$ cat src/rtl/core_branch_predict_unit_if.sv
// EX-stage resolution bus between the pipeline and core_branch_predict_unit.
// The pipeline side drives the EX instruction and consumes the redirect/resolve pulses.
interface core_branch_predict_unit_if #(
    parameter int DATA_WIDTH  = 32,
    parameter int BR_OP_WIDTH = 3
);
    logic                   ex_valid_i;
    logic                   ex_stall_i;
    logic [BR_OP_WIDTH-1:0] ex_br_op_i;
    logic                   ex_jump_i;
    logic                   ex_jalr_i;
    logic [DATA_WIDTH-1:0]  ex_pc_i;
    logic [DATA_WIDTH-1:0]  ex_imm_i;
    logic [DATA_WIDTH-1:0]  ex_rs1_i;
    logic [DATA_WIDTH-1:0]  ex_rs2_i;
    logic                   ex_pred_taken_i;
    logic                   redirect_o;
    logic [DATA_WIDTH-1:0]  redirect_pc_o;
    logic                   resolve_valid_o;
    logic                   branch_taken_o;

    modport master (
        output ex_valid_i, ex_stall_i, ex_br_op_i, ex_jump_i, ex_jalr_i,
        output ex_pc_i, ex_imm_i, ex_rs1_i, ex_rs2_i, ex_pred_taken_i,
        input  redirect_o, redirect_pc_o, resolve_valid_o, branch_taken_o
    );

    modport slave (
        input  ex_valid_i, ex_stall_i, ex_br_op_i, ex_jump_i, ex_jalr_i,
        input  ex_pc_i, ex_imm_i, ex_rs1_i, ex_rs2_i, ex_pred_taken_i,
        output redirect_o, redirect_pc_o, resolve_valid_o, branch_taken_o
    );
endinterface

$ cat src/rtl/core_branch_predict_unit.sv
// Bimodal branch predictor with EX-stage resolution, registered redirect and
// saturating performance counters.
module core_branch_predict_unit #(
    parameter int DATA_WIDTH  = 32,
    parameter int BHT_ENTRIES = 64,
    parameter int CNT_WIDTH   = 2,
    parameter int PERF_WIDTH  = 32,
    parameter int BR_OP_WIDTH = 3
) (
    input  logic                  clk_i,
    input  logic                  rstn_i,
    input  logic [DATA_WIDTH-1:0] if_pc_i,
    output logic                  if_pred_taken_o,
    input  logic                  perf_clr_i,
    output logic [PERF_WIDTH-1:0] perf_branches_o,
    output logic [PERF_WIDTH-1:0] perf_mispred_o,
    core_branch_predict_unit_if.slave ex_if
);
    localparam int IDX_W = $clog2(BHT_ENTRIES);

    localparam logic [BR_OP_WIDTH-1:0] BR_EQ  = BR_OP_WIDTH'(3'd0);
    localparam logic [BR_OP_WIDTH-1:0] BR_NE  = BR_OP_WIDTH'(3'd1);
    localparam logic [BR_OP_WIDTH-1:0] BR_LT  = BR_OP_WIDTH'(3'd4);
    localparam logic [BR_OP_WIDTH-1:0] BR_GE  = BR_OP_WIDTH'(3'd5);
    localparam logic [BR_OP_WIDTH-1:0] BR_LTU = BR_OP_WIDTH'(3'd6);
    localparam logic [BR_OP_WIDTH-1:0] BR_GEU = BR_OP_WIDTH'(3'd7);

    // Weakly-not-taken: MSB clear, all lower bits set (0 for 1-bit counters).
    localparam logic [CNT_WIDTH-1:0] CNT_INIT = CNT_WIDTH'((32'd1 << (CNT_WIDTH - 1)) - 32'd1);
    localparam logic [CNT_WIDTH-1:0] CNT_MAX  = {CNT_WIDTH{1'b1}};
    localparam logic [PERF_WIDTH-1:0] PERF_MAX = {PERF_WIDTH{1'b1}};

    logic [CNT_WIDTH-1:0]  bht_q [BHT_ENTRIES];
    logic [IDX_W-1:0]      if_idx_s;
    logic [IDX_W-1:0]      ex_idx_s;
    logic                  unused_s;

    logic                  acc_s;
    logic                  eq_s;
    logic                  lt_s;
    logic                  ltu_s;
    logic                  cond_op_s;
    logic                  cmp_s;
    logic                  is_cond_s;
    logic                  taken_s;
    logic                  jalr_s;
    logic                  mispred_s;
    logic [DATA_WIDTH-1:0] base_s;
    logic [DATA_WIDTH-1:0] tgt_s;
    logic [DATA_WIDTH-1:0] fall_s;
    logic [CNT_WIDTH-1:0]  cnt_cur_s;
    logic [CNT_WIDTH-1:0]  cnt_nxt_s;
    logic                  bht_we_s;

    logic                  redirect_q,      redirect_d;
    logic [DATA_WIDTH-1:0] redirect_pc_q,   redirect_pc_d;
    logic                  resolve_valid_q, resolve_valid_d;
    logic                  branch_taken_q,  branch_taken_d;
    logic [PERF_WIDTH-1:0] perf_br_q,       perf_br_d;
    logic [PERF_WIDTH-1:0] perf_mp_q,       perf_mp_d;

    assign if_idx_s        = if_pc_i[IDX_W+1:2];
    assign ex_idx_s        = ex_if.ex_pc_i[IDX_W+1:2];
    assign if_pred_taken_o = bht_q[if_idx_s][CNT_WIDTH-1];
    assign unused_s        = ^{if_pc_i[1:0], if_pc_i[DATA_WIDTH-1:IDX_W+2]};

    // Decode, compare, target generation and next-state for all registered state.
    always_comb begin
        acc_s     = ex_if.ex_valid_i & ~ex_if.ex_stall_i & ~redirect_q;
        eq_s      = (ex_if.ex_rs1_i == ex_if.ex_rs2_i);
        lt_s      = ($signed(ex_if.ex_rs1_i) < $signed(ex_if.ex_rs2_i));
        ltu_s     = (ex_if.ex_rs1_i < ex_if.ex_rs2_i);
        cond_op_s = 1'b0;
        cmp_s     = 1'b0;
        case (ex_if.ex_br_op_i)
            BR_EQ:   begin cond_op_s = 1'b1; cmp_s = eq_s;   end
            BR_NE:   begin cond_op_s = 1'b1; cmp_s = ~eq_s;  end
            BR_LT:   begin cond_op_s = 1'b1; cmp_s = lt_s;   end
            BR_GE:   begin cond_op_s = 1'b1; cmp_s = ~lt_s;  end
            BR_LTU:  begin cond_op_s = 1'b1; cmp_s = ltu_s;  end
            BR_GEU:  begin cond_op_s = 1'b1; cmp_s = ~ltu_s; end
            default: begin cond_op_s = 1'b0; cmp_s = 1'b0;   end
        endcase

        is_cond_s = cond_op_s & ~ex_if.ex_jump_i;
        jalr_s    = ex_if.ex_jalr_i & ex_if.ex_jump_i;
        if (ex_if.ex_jump_i) begin
            taken_s   = 1'b1;
            mispred_s = ~ex_if.ex_pred_taken_i;
        end else begin
            taken_s   = is_cond_s & cmp_s;
            mispred_s = is_cond_s & (taken_s ^ ex_if.ex_pred_taken_i);
        end

        base_s = jalr_s ? ex_if.ex_rs1_i : ex_if.ex_pc_i;
        tgt_s  = (base_s + ex_if.ex_imm_i) & ~{{(DATA_WIDTH-1){1'b0}}, jalr_s};
        fall_s = ex_if.ex_pc_i + DATA_WIDTH'(32'd4);

        cnt_cur_s = bht_q[ex_idx_s];
        if (taken_s && (cnt_cur_s != CNT_MAX)) begin
            cnt_nxt_s = cnt_cur_s + CNT_WIDTH'(1'b1);
        end else if (!taken_s && (cnt_cur_s != {CNT_WIDTH{1'b0}})) begin
            cnt_nxt_s = cnt_cur_s - CNT_WIDTH'(1'b1);
        end else begin
            cnt_nxt_s = cnt_cur_s;
        end
        bht_we_s = acc_s & is_cond_s;

        resolve_valid_d = acc_s & (is_cond_s | ex_if.ex_jump_i);
        redirect_d      = acc_s & mispred_s;
        branch_taken_d  = acc_s ? taken_s : branch_taken_q;
        redirect_pc_d   = redirect_d ? (taken_s ? tgt_s : fall_s) : redirect_pc_q;

        // Clear wins over a simultaneous increment.
        if (perf_clr_i) begin
            perf_br_d = {PERF_WIDTH{1'b0}};
            perf_mp_d = {PERF_WIDTH{1'b0}};
        end else begin
            perf_br_d = (bht_we_s && (perf_br_q != PERF_MAX)) ? perf_br_q + PERF_WIDTH'(1'b1) : perf_br_q;
            perf_mp_d = (redirect_d && (perf_mp_q != PERF_MAX)) ? perf_mp_q + PERF_WIDTH'(1'b1) : perf_mp_q;
        end
    end

    // Counter table: reset to weakly-not-taken, written only by resolved conditional branches.
    always_ff @(posedge clk_i or negedge rstn_i) begin
        if (!rstn_i) begin
            for (int i = 0; i < BHT_ENTRIES; i++) begin
                bht_q[i] <= CNT_INIT;
            end
        end else if (bht_we_s) begin
            bht_q[ex_idx_s] <= cnt_nxt_s;
        end
    end

    // Resolution outputs and performance counters.
    always_ff @(posedge clk_i or negedge rstn_i) begin
        if (!rstn_i) begin
            redirect_q      <= 1'b0;
            redirect_pc_q   <= {DATA_WIDTH{1'b0}};
            resolve_valid_q <= 1'b0;
            branch_taken_q  <= 1'b0;
            perf_br_q       <= {PERF_WIDTH{1'b0}};
            perf_mp_q       <= {PERF_WIDTH{1'b0}};
        end else begin
            redirect_q      <= redirect_d;
            redirect_pc_q   <= redirect_pc_d;
            resolve_valid_q <= resolve_valid_d;
            branch_taken_q  <= branch_taken_d;
            perf_br_q       <= perf_br_d;
            perf_mp_q       <= perf_mp_d;
        end
    end

    assign ex_if.redirect_o      = redirect_q;
    assign ex_if.redirect_pc_o   = redirect_pc_q;
    assign ex_if.resolve_valid_o = resolve_valid_q;
    assign ex_if.branch_taken_o  = branch_taken_q;
    assign perf_branches_o       = perf_br_q;
    assign perf_mispred_o        = perf_mp_q;
endmodule

$ cat src/flat_wrapper.sv
// flat-port wrapper written by rule: the top's interface ports become plain ports
module core_branch_predict_unit_flat 
#(
    parameter int DATA_WIDTH  = 32,
    parameter int BHT_ENTRIES = 64,
    parameter int CNT_WIDTH   = 2,
    parameter int PERF_WIDTH  = 32,
    parameter int BR_OP_WIDTH = 3
)
  (clk_i, rstn_i, if_pc_i, if_pred_taken_o, perf_clr_i, perf_branches_o, perf_mispred_o, ex_if_ex_valid_i, ex_if_ex_stall_i, ex_if_ex_br_op_i, ex_if_ex_jump_i, ex_if_ex_jalr_i, ex_if_ex_pc_i, ex_if_ex_imm_i, ex_if_ex_rs1_i, ex_if_ex_rs2_i, ex_if_ex_pred_taken_i, ex_if_redirect_o, ex_if_redirect_pc_o, ex_if_resolve_valid_o, ex_if_branch_taken_o);
  core_branch_predict_unit_if #(.DATA_WIDTH(DATA_WIDTH), .BR_OP_WIDTH(BR_OP_WIDTH)) ex_if_i ();
  input  logic clk_i;
  input  logic rstn_i;
  input  logic [DATA_WIDTH-1:0] if_pc_i;
  output logic if_pred_taken_o;
  input  logic perf_clr_i;
  output logic [PERF_WIDTH-1:0] perf_branches_o;
  output logic [PERF_WIDTH-1:0] perf_mispred_o;
  input wire logic [$bits(ex_if_i.ex_valid_i)-1:0] ex_if_ex_valid_i;
  input wire logic [$bits(ex_if_i.ex_stall_i)-1:0] ex_if_ex_stall_i;
  input wire logic [$bits(ex_if_i.ex_br_op_i)-1:0] ex_if_ex_br_op_i;
  input wire logic [$bits(ex_if_i.ex_jump_i)-1:0] ex_if_ex_jump_i;
  input wire logic [$bits(ex_if_i.ex_jalr_i)-1:0] ex_if_ex_jalr_i;
  input wire logic [$bits(ex_if_i.ex_pc_i)-1:0] ex_if_ex_pc_i;
  input wire logic [$bits(ex_if_i.ex_imm_i)-1:0] ex_if_ex_imm_i;
  input wire logic [$bits(ex_if_i.ex_rs1_i)-1:0] ex_if_ex_rs1_i;
  input wire logic [$bits(ex_if_i.ex_rs2_i)-1:0] ex_if_ex_rs2_i;
  input wire logic [$bits(ex_if_i.ex_pred_taken_i)-1:0] ex_if_ex_pred_taken_i;
  output wire logic [$bits(ex_if_i.redirect_o)-1:0] ex_if_redirect_o;
  output wire logic [$bits(ex_if_i.redirect_pc_o)-1:0] ex_if_redirect_pc_o;
  output wire logic [$bits(ex_if_i.resolve_valid_o)-1:0] ex_if_resolve_valid_o;
  output wire logic [$bits(ex_if_i.branch_taken_o)-1:0] ex_if_branch_taken_o;
  assign ex_if_i.ex_valid_i = ex_if_ex_valid_i;
  assign ex_if_i.ex_stall_i = ex_if_ex_stall_i;
  assign ex_if_i.ex_br_op_i = ex_if_ex_br_op_i;
  assign ex_if_i.ex_jump_i = ex_if_ex_jump_i;
  assign ex_if_i.ex_jalr_i = ex_if_ex_jalr_i;
  assign ex_if_i.ex_pc_i = ex_if_ex_pc_i;
  assign ex_if_i.ex_imm_i = ex_if_ex_imm_i;
  assign ex_if_i.ex_rs1_i = ex_if_ex_rs1_i;
  assign ex_if_i.ex_rs2_i = ex_if_ex_rs2_i;
  assign ex_if_i.ex_pred_taken_i = ex_if_ex_pred_taken_i;
  assign ex_if_redirect_o = ex_if_i.redirect_o;
  assign ex_if_redirect_pc_o = ex_if_i.redirect_pc_o;
  assign ex_if_resolve_valid_o = ex_if_i.resolve_valid_o;
  assign ex_if_branch_taken_o = ex_if_i.branch_taken_o;
  core_branch_predict_unit #(.DATA_WIDTH(DATA_WIDTH), .BHT_ENTRIES(BHT_ENTRIES), .CNT_WIDTH(CNT_WIDTH), .PERF_WIDTH(PERF_WIDTH), .BR_OP_WIDTH(BR_OP_WIDTH)) u_core (.clk_i(clk_i), .rstn_i(rstn_i), .if_pc_i(if_pc_i), .if_pred_taken_o(if_pred_taken_o), .perf_clr_i(perf_clr_i), .perf_branches_o(perf_branches_o), .perf_mispred_o(perf_mispred_o), .ex_if(ex_if_i));
endmodule
$ cat config.mk
export PLATFORM = sky130hd
export DESIGN_NAME = core_branch_predict_unit_flat
export DESIGN_NICKNAME = d
export VERILOG_FILES = /design/src/rtl/core_branch_predict_unit_if.sv /design/src/rtl/core_branch_predict_unit.sv /design/src/flat_wrapper.sv
export SDC_FILE = /design/constraint.sdc
export NUM_CORES = 1
export LEC_CHECK = 0
export BUFFER_PORTS_ARGS = -buffer_cell sky130_fd_sc_hd__buf_2
export CAP_MARGIN = 25
export CORE_ASPECT_RATIO = 2
export CORE_MARGIN = 2
export CORE_UTILIZATION = 55
export DETAILED_ROUTE_END_ITERATION = 10
export HOLD_SLACK_MARGIN = 0.1
export PLACE_DENSITY = 0.79
export SYNTH_ARGS = -nofsm -noshare
export SYNTH_HDL_FRONTEND = slang
export SYNTH_SLANG_ARGS = --single-unit
$ cat constraint.sdc
create_clock -name clk_i -period 6.6 [get_ports clk_i]
set_clock_uncertainty 0.05 [all_clocks]
set_input_delay 0.33 -clock clk_i [delete_from_list [all_inputs] [get_ports clk_i]]
set_output_delay 0.33 -clock clk_i [all_outputs]
set_load 0.02 [all_outputs]
Word-level counts from Yosys, hierarchy flattened
Index checks and enable logic that the tools add are counted.
{"block": "totals", "reg_bits": 227, "mem_bits_rw": 0, "latchBits": 0, "elab_cells": 144, "input_bits": 171, "out_inout_bits": 100, "mem_count": 0, "mem_bits_ro": 0}
{"block": "op_classes", "div_mod_pow": 0, "order_cmp": 5, "muxes": 21, "n_shift": 0, "bitwise_logic": 22, "add_sub_neg": 6, "eq_ne": 9, "n_mul": 0, "n_reduce_logical": 11}
{"op": "$mux 32", "count": 6}
{"op": "$bwmux 128", "count": 1}
{"op": "$add 32x1->32 const B", "count": 2}
{"op": "$lt 32x32->1", "count": 2}
{"op": "$ne 32x32->1 const B", "count": 2}
{"op": "$add 32x3->32 const B", "count": 1}
{"op": "$add 32x32->32", "count": 1}
{"op": "$and 32x32->32", "count": 1}
{"op": "$eq 32x32->1", "count": 1}
{"op": "$not 1->32", "count": 1}
{"op": "$bmux 2 s6", "count": 2}
{"op": "$ge 7x7->1 const B", "count": 2}
{"op": "$mux 2", "count": 7}
{"op": "$not 6->7", "count": 2}
{"op": "$demux 2 s6", "count": 1}
{"op": "$eq 3x3->1 const B", "count": 4}
{"op": "$and 1x1->1", "count": 9}
{"op": "$lt 7x1->1 const B", "count": 1}
{"op": "$not 1->1", "count": 7}
{"op": "$pmux 1 s6", "count": 1}
{"op": "$reduce_bool 2->1", "count": 3}
{"op": "$reduce_or 6->1", "count": 1}
{"op": "$logic_and 1x1->1", "count": 5}
{"op": "$eq 3x1->1 const B", "count": 1}
{"op": "8 further kinds", "count": 10}

Logic depth before layout (Yosys ltp)
{"block": "depth", "ltp_word": 12, "mapped_depth": 15, "ltp_nobuf": 14}

Worst setup path before layout
OpenSTA, ideal clock, no wires.
{"block": "synth_path", "path_type": "input port to flip-flop", "start": "input ex_if_ex_jalr_i", "end": "register u_core.redirect_pc_q[25], in the netlist u_core.ex_if.redirect_pc_o[25]", "t_required_ns": 6.425, "path_slack_ns": 2.905, "path_stages": 13, "path_buffers": 1, "arrival_ns": 3.520, "setup_time_ns": 0.125, "cell_sequence": "nand2_1 > clkbuf_1 > mux2_2 > ha_1 > a21oi_1 > nor2_1 > o311ai_0 > a21oi_1 > o311ai_0 > o21ai_0 > xnor2_1 > o21ai_0 > mux2_2"}
{"block": "synth_between", "elab_chain_len": 5}
{"element": "start: declaration", "line_no": "flat_wrapper.sv:23", "source": "input wire logic [$bits(ex_if_i.ex_jalr_i)-1:0] ex_if_ex_jalr_i;"}
{"element": "$and 1x1->1", "line_no": "core_branch_predict_unit.sv:86", "source": "jalr_s = ex_if.ex_jalr_i & ex_if.ex_jump_i;"}
{"element": "$mux 32", "line_no": "core_branch_predict_unit.sv:95", "source": "base_s = jalr_s ? ex_if.ex_rs1_i : ex_if.ex_pc_i;"}
{"element": "$add 32x32->32", "line_no": "core_branch_predict_unit.sv:96", "source": "tgt_s = (base_s + ex_if.ex_imm_i) & ~{{(DATA_WIDTH-1){1'b0}}, jalr_s};"}
{"element": "$and 32x32->32", "line_no": "core_branch_predict_unit.sv:96"}
{"element": "$mux 32", "line_no": "core_branch_predict_unit.sv:112", "source": "redirect_pc_d = redirect_d ? (taken_s ? tgt_s : fall_s) : redirect_pc_q;"}
{"element": "end signal: assignment", "line_no": "core_branch_predict_unit.sv:139", "source": "redirect_pc_q <= {DATA_WIDTH{1'b0}};"}
{"element": "end signal: assignment", "line_no": "core_branch_predict_unit.sv:146", "source": "redirect_pc_q <= redirect_pc_d;"}
{"element": "end: declaration", "line_no": "core_branch_predict_unit.sv:56", "source": "logic [DATA_WIDTH-1:0] redirect_pc_q, redirect_pc_d;"}
Every way passes these cells.
A chain may end at the register's enable or synchronous reset.

Worst setup path in the final report
{"block": "layout_path", "start": "input ex_if_ex_jump_i", "end": "register u_core.redirect_pc_q[29], in the netlist u_core.ex_if.redirect_pc_o[29]"}
{"block": "layout_between", "elab_chain_len": 7, "word_cells_on_any_way": 13, "cone_classes": "add/sub (1); mux (4); bitwise (8)"}
{"element": "start: declaration", "line_no": "flat_wrapper.sv:22", "source": "input wire logic [$bits(ex_if_i.ex_jump_i)-1:0] ex_if_ex_jump_i;"}
{"element": "parallel branches: the longest is 7 deep, another holds $add 32x32->32"}
Several ways; the timed one is not identified.

==> metrics list <==
* Required time at the worst-slack endpoint: 6.95 ns
* Count of fill cells added during filler insertion: roughly 2,200
* Period utilization: between 60% and 70%
- The number of global-route vias before repair is ~14,000.
- Synthesized area divided by synthesized cell count: around 8.9 µm²
- No sink is reached through more buffers than the 3 on the longest clock path.
* Global-route wire length before repair: ~71,000 µm
- At the pin with the least slew margin, the transition time is about 0.98 ns.
- Total nets after synthesis: about 1,900
- WP data arrival: a little under 5 ns
* Worst relative slew slack: between 30% and 40%
- Largest fanout on the critical path: 17
- Summed over all failing endpoints, the final setup total negative slack is 0 ns.
- Post-synthesis simple-gate area fraction: about a fifth
* Total gr overflow: 0
- Leaving out fill and tap cells, the most frequent cells in the layout are nand2_1, buf_2, o21ai_0.
- The detailed router placed 13,900 vias in this run.
- Floorplan core area: between 20,000 and 30,000 µm²
- Post-synthesis adder-cell area fraction: under 10%
- Leaving out fill and tap cells, the most frequent cell in the layout is nand2_1.
- Setup violations remaining at the end of the flow were counted as 0.
* Total wire length after detailed routing: between 40,000 and 50,000 µm
- In this run, placement finished with an instance count of about 2,200.
- The die covers between 20,000 and 30,000 µm².
* Largest delay contributor family on the critical path: compound AO/OA/AOI/OAI gates
- After synthesis, the netlist uses 80 different library cells.
* Inserted Clock Buffers: 23
- Area growth from synthesis to layout: 15.4%
- Synthesis produced 1,666 cells.
* Synthesis warning total: 0
- Entering global routing, the biggest net connects 94 pins.
- In this run the power density over the cells is 222 nW/µm².
* Nets@finish: approximately 2,100
- Max cap viols: 0
* DRC marker count from the first detailed-route iteration: about 1,000
- Clk Latency, worst-skew pair: about 0.53 ns
- Min Clock Period, post-route: around 4.6 ns
* Class of the tightest hold or removal check: input port to flip-flop
- Die outline width: between 100 and 150 µm
- In this run the power spent charging and discharging nets is roughly 0.0012 W.
- The share of total power dissipated in sequential elements is around two fifths.
* Placer's final routability congestion estimate: between 0.9 and 1
* Std-Cell Rows: 84
- Setup slack after placement: about 1.6 ns
- In this run the static leakage power is approximately 7.4 nW.
- Setup repair after global routing left no endpoint under its margin.
- Timing would allow up to about 0.22 GHz.
* Maximum vdd drop: roughly 0.00017 V
- Switching Share: 31.5%
- For this run, the leading register cell type out of synthesis is dfrtp_1.
- Critical path cell sequence: buf_2, nand2_1, buf_4, o21ai_0, ha_1, a21oi_1, nor2_1, o311ai_0, a21oi_1, buf_4, o311ai_0, o21ai_0, nand4b_1, a41oi_1, o41ai_1
* Xor and xnor area share after synthesis: 4.67%
* Count of input and output buffers: between 200 and 250
- DP Wirelength: 33,400 µm
* Clock Sink Count: 227
- Worst path max stage delay: around 0.8 ns
- Global routing used a little under a third of the available tracks.
* Part of the total power dissipated in combinational logic: a little under a quarter
- The max-slew violation count is 0.
* H-tree level count: 1
* DRT Pass-1 Iters: 5
- Post-synthesis instance area: 14,800 µm²
* Async SR Flop Fraction: 100%
* Setup CP Type: input port to flip-flop
- After detailed routing, the number of vias per cell comes to ~6.2.
- about 270 I/O pins were placed.
- Worst hold slack: approximately 0.15 ns
- Of the cells placed in the final design, the portion with a size suffix greater than 1 is between 20% and 30%.
- Together, buffers and inverters on the worst path number 3.
* Average wire per standard cell: ~20 µm
- From bottom edge to top edge, the die measures roughly 240 µm.
- Once detail routing completed, the nets flagged for antenna violations numbered 0.
* Clock network fraction of design power: a little over a third
* Post-synth EDFFs: 0
- Effective utilization at floorplan: 56.1%
- The initial antenna violation count was 1.
* Hold Violations, Final: 0
- For this run, the register share of the synthesized area comes to between 30% and 40%.
* Flip-flop and latch count after synthesis: around 230
- Result of the run: complete, no violations
- Root buffer selected by CTS: clkbuf_16
* Compound-cell area share of the yosys netlist: between 15 and 20%
* Setup slack of the critical path after layout: about 2.0 ns
- Largest family of logic cells by synthesized area: simple AND/OR/NAND/NOR gates
- Cell internal power was estimated by the tool at 0.00260 W.
* CP max-delay cell: o311ai_0
- Number of design rule violations left after detail routing: 0
* Worst Setup Start Kind: input port
* CTS clock-pin slew for the worst setup and hold paths: about 0.06 ns
- After synthesis, the share of cell area in mux cells is under 10%.
- Kind of capture point of the worst setup path: flip-flop
- TritonCTS clock tree: built
* Final non-filler cell total: 2,237
[registers in the layout, indices dropped and copies added (netlist names)]
name,flops
u_core.bht_q,128
u_core.ex_if.redirect_pc_o,32
u_core.perf_branches_o,32
u_core.perf_mispred_o,32
u_core.ex_if.branch_taken_o,1
u_core.ex_if.redirect_o,1
u_core.ex_if.resolve_valid_o,1
[layer usage]
layer	global-route usage (%)	share of wire [%]	vias up
met1	32.4	33	6613
met3	3.84	6.3	194
met2	57.9	53	668
met5	0	0	-
met4	21.9	7.3	0
li1	-	-	6422
[synth_stat cells, types with 6 or more instances]
library cell / number / area (µm²)
a211oi_1: 9 / 67.6
a21o_1: 17 / 128
a21oi_1: 81 / 405
a22oi_1: 63 / 473
a41oi_1: 7 / 61.3
and2_1: 11 / 68.8
and3_1: 26 / 163
and4_1: 8 / 70.1
buf_2: 9 / 45.0
clkbuf_1: 63 / 236
dfrtp_1: 163 / 4080
dfstp_2: 64 / 1680
ha_1: 68 / 851
inv_1: 60 / 225
mux2_2: 63 / 709
mux2i_1: 9 / 90.1
mux4_2: 21 / 473
nand2_1: 288 / 1080
nand2b_1: 12 / 75.1
nand3_1: 44 / 220
nand4_1: 40 / 250
nor2_1: 98 / 368
nor2b_1: 16 / 100
nor3_1: 21 / 105
nor4_1: 11 / 68.8
o21a_1: 6 / 45.0
o21ai_0: 186 / 931
o31ai_1: 12 / 90.1
or3_1: 20 / 125
or4_1: 7 / 52.6
xnor2_1: 40 / 350
xor2_1: 37 / 324
[worst reg2reg max path: stages (launching register included)]
cell and delay (ns):
dfrtp_1 0.40, and4_1 0.20, a2111oi_0 0.43, a31oi_1 0.14
o21ai_0 0.25, nand4_1 0.33, inv_1 0.15, ha_1 0.25
nor3b_1 0.17, a211oi_4 0.25, buf_4 0.55, o21ai_0 0.30
[worst paths after layout]
path	end	startpoint	cells after the start	slack, ns
max	u_core.ex_if.redirect_pc_o[29]$_DFFE_PN0P_	ex_if_ex_jump_i	15	2.04
min	u_core.ex_if.redirect_pc_o[0]$_DFFE_PN0P_	ex_if_ex_jalr_i	3	0.15
max reg2reg	u_core.bht_q[33]$_DFFE_PN0P_	u_core.bht_q[17]$_DFFE_PN0P_	11	2.99
min reg2reg	u_core.bht_q[16]$_DFFE_PN1P_	u_core.bht_q[16]$_DFFE_PN1P_	2	0.43
max in group asynchronous	u_core.bht_q[107]$_DFFE_PN0P_	rstn_i	3	4.68
min in group asynchronous	u_core.perf_branches_o[26]$_DFFE_PN0P_	rstn_i	2	0.36
[power groups by stage]
stage / registers (W) / clock network [W] / logic (W)
floorplan: 0.00171 / 0 / 0.000449
global placement: 0.00160 / 0 / 0.000876
detailed placement: 0.00160 / 0 / 0.000893
CTS: 0.00158 / 0.00133 / 0.000897
global route: 0.00159 / 0.00139 / 0.000975
finish: 0.00158 / 0.00131 / 0.000898
[cell type report]
cell class | count | area [µm²] | area share [%]
antenna | 1 | 2.50 | 0.0147
clock buffer | 29 | 648 | 3.80
clock inverter | 12 | 98.8 | 0.579
inverter | 60 | 225 | 1.32
multi-input combinational | 1300 | 8510 | 49.9
sequential | 227 | 5760 | 33.7
tap | 344 | 430 | 2.52
timing repair buffer | 264 | 1390 | 8.15
[cell families after synthesis]
kind of cell | Yosys count
buf+inv | 139
simple gates | 633
compound gates | 425
fa+ha+maj | 69
xor+xnor | 78
flops | 227
mux | 95
[through the flow]
stage          util [%]  power, W  area (µm²)
2_1_floorplan         -   0.00216       14800
3_3_place_gp       61.8   0.00247       16300
3_5_place_dp       61.8   0.00250       16300
4_1_cts            64.7   0.00381       17100
5_1_grt            64.7   0.00396       17100
6_report           64.7   0.00379       17100
[timing repair]
item,in CTS,in global routing
gates resized for setup,0,0
setup endpoints to repair,0,0
setup buffers,0,0
endpoints found under the hold margin,75,0
hold buffers,1,0
No activity file was read; power rests on OpenSTA's default activity.
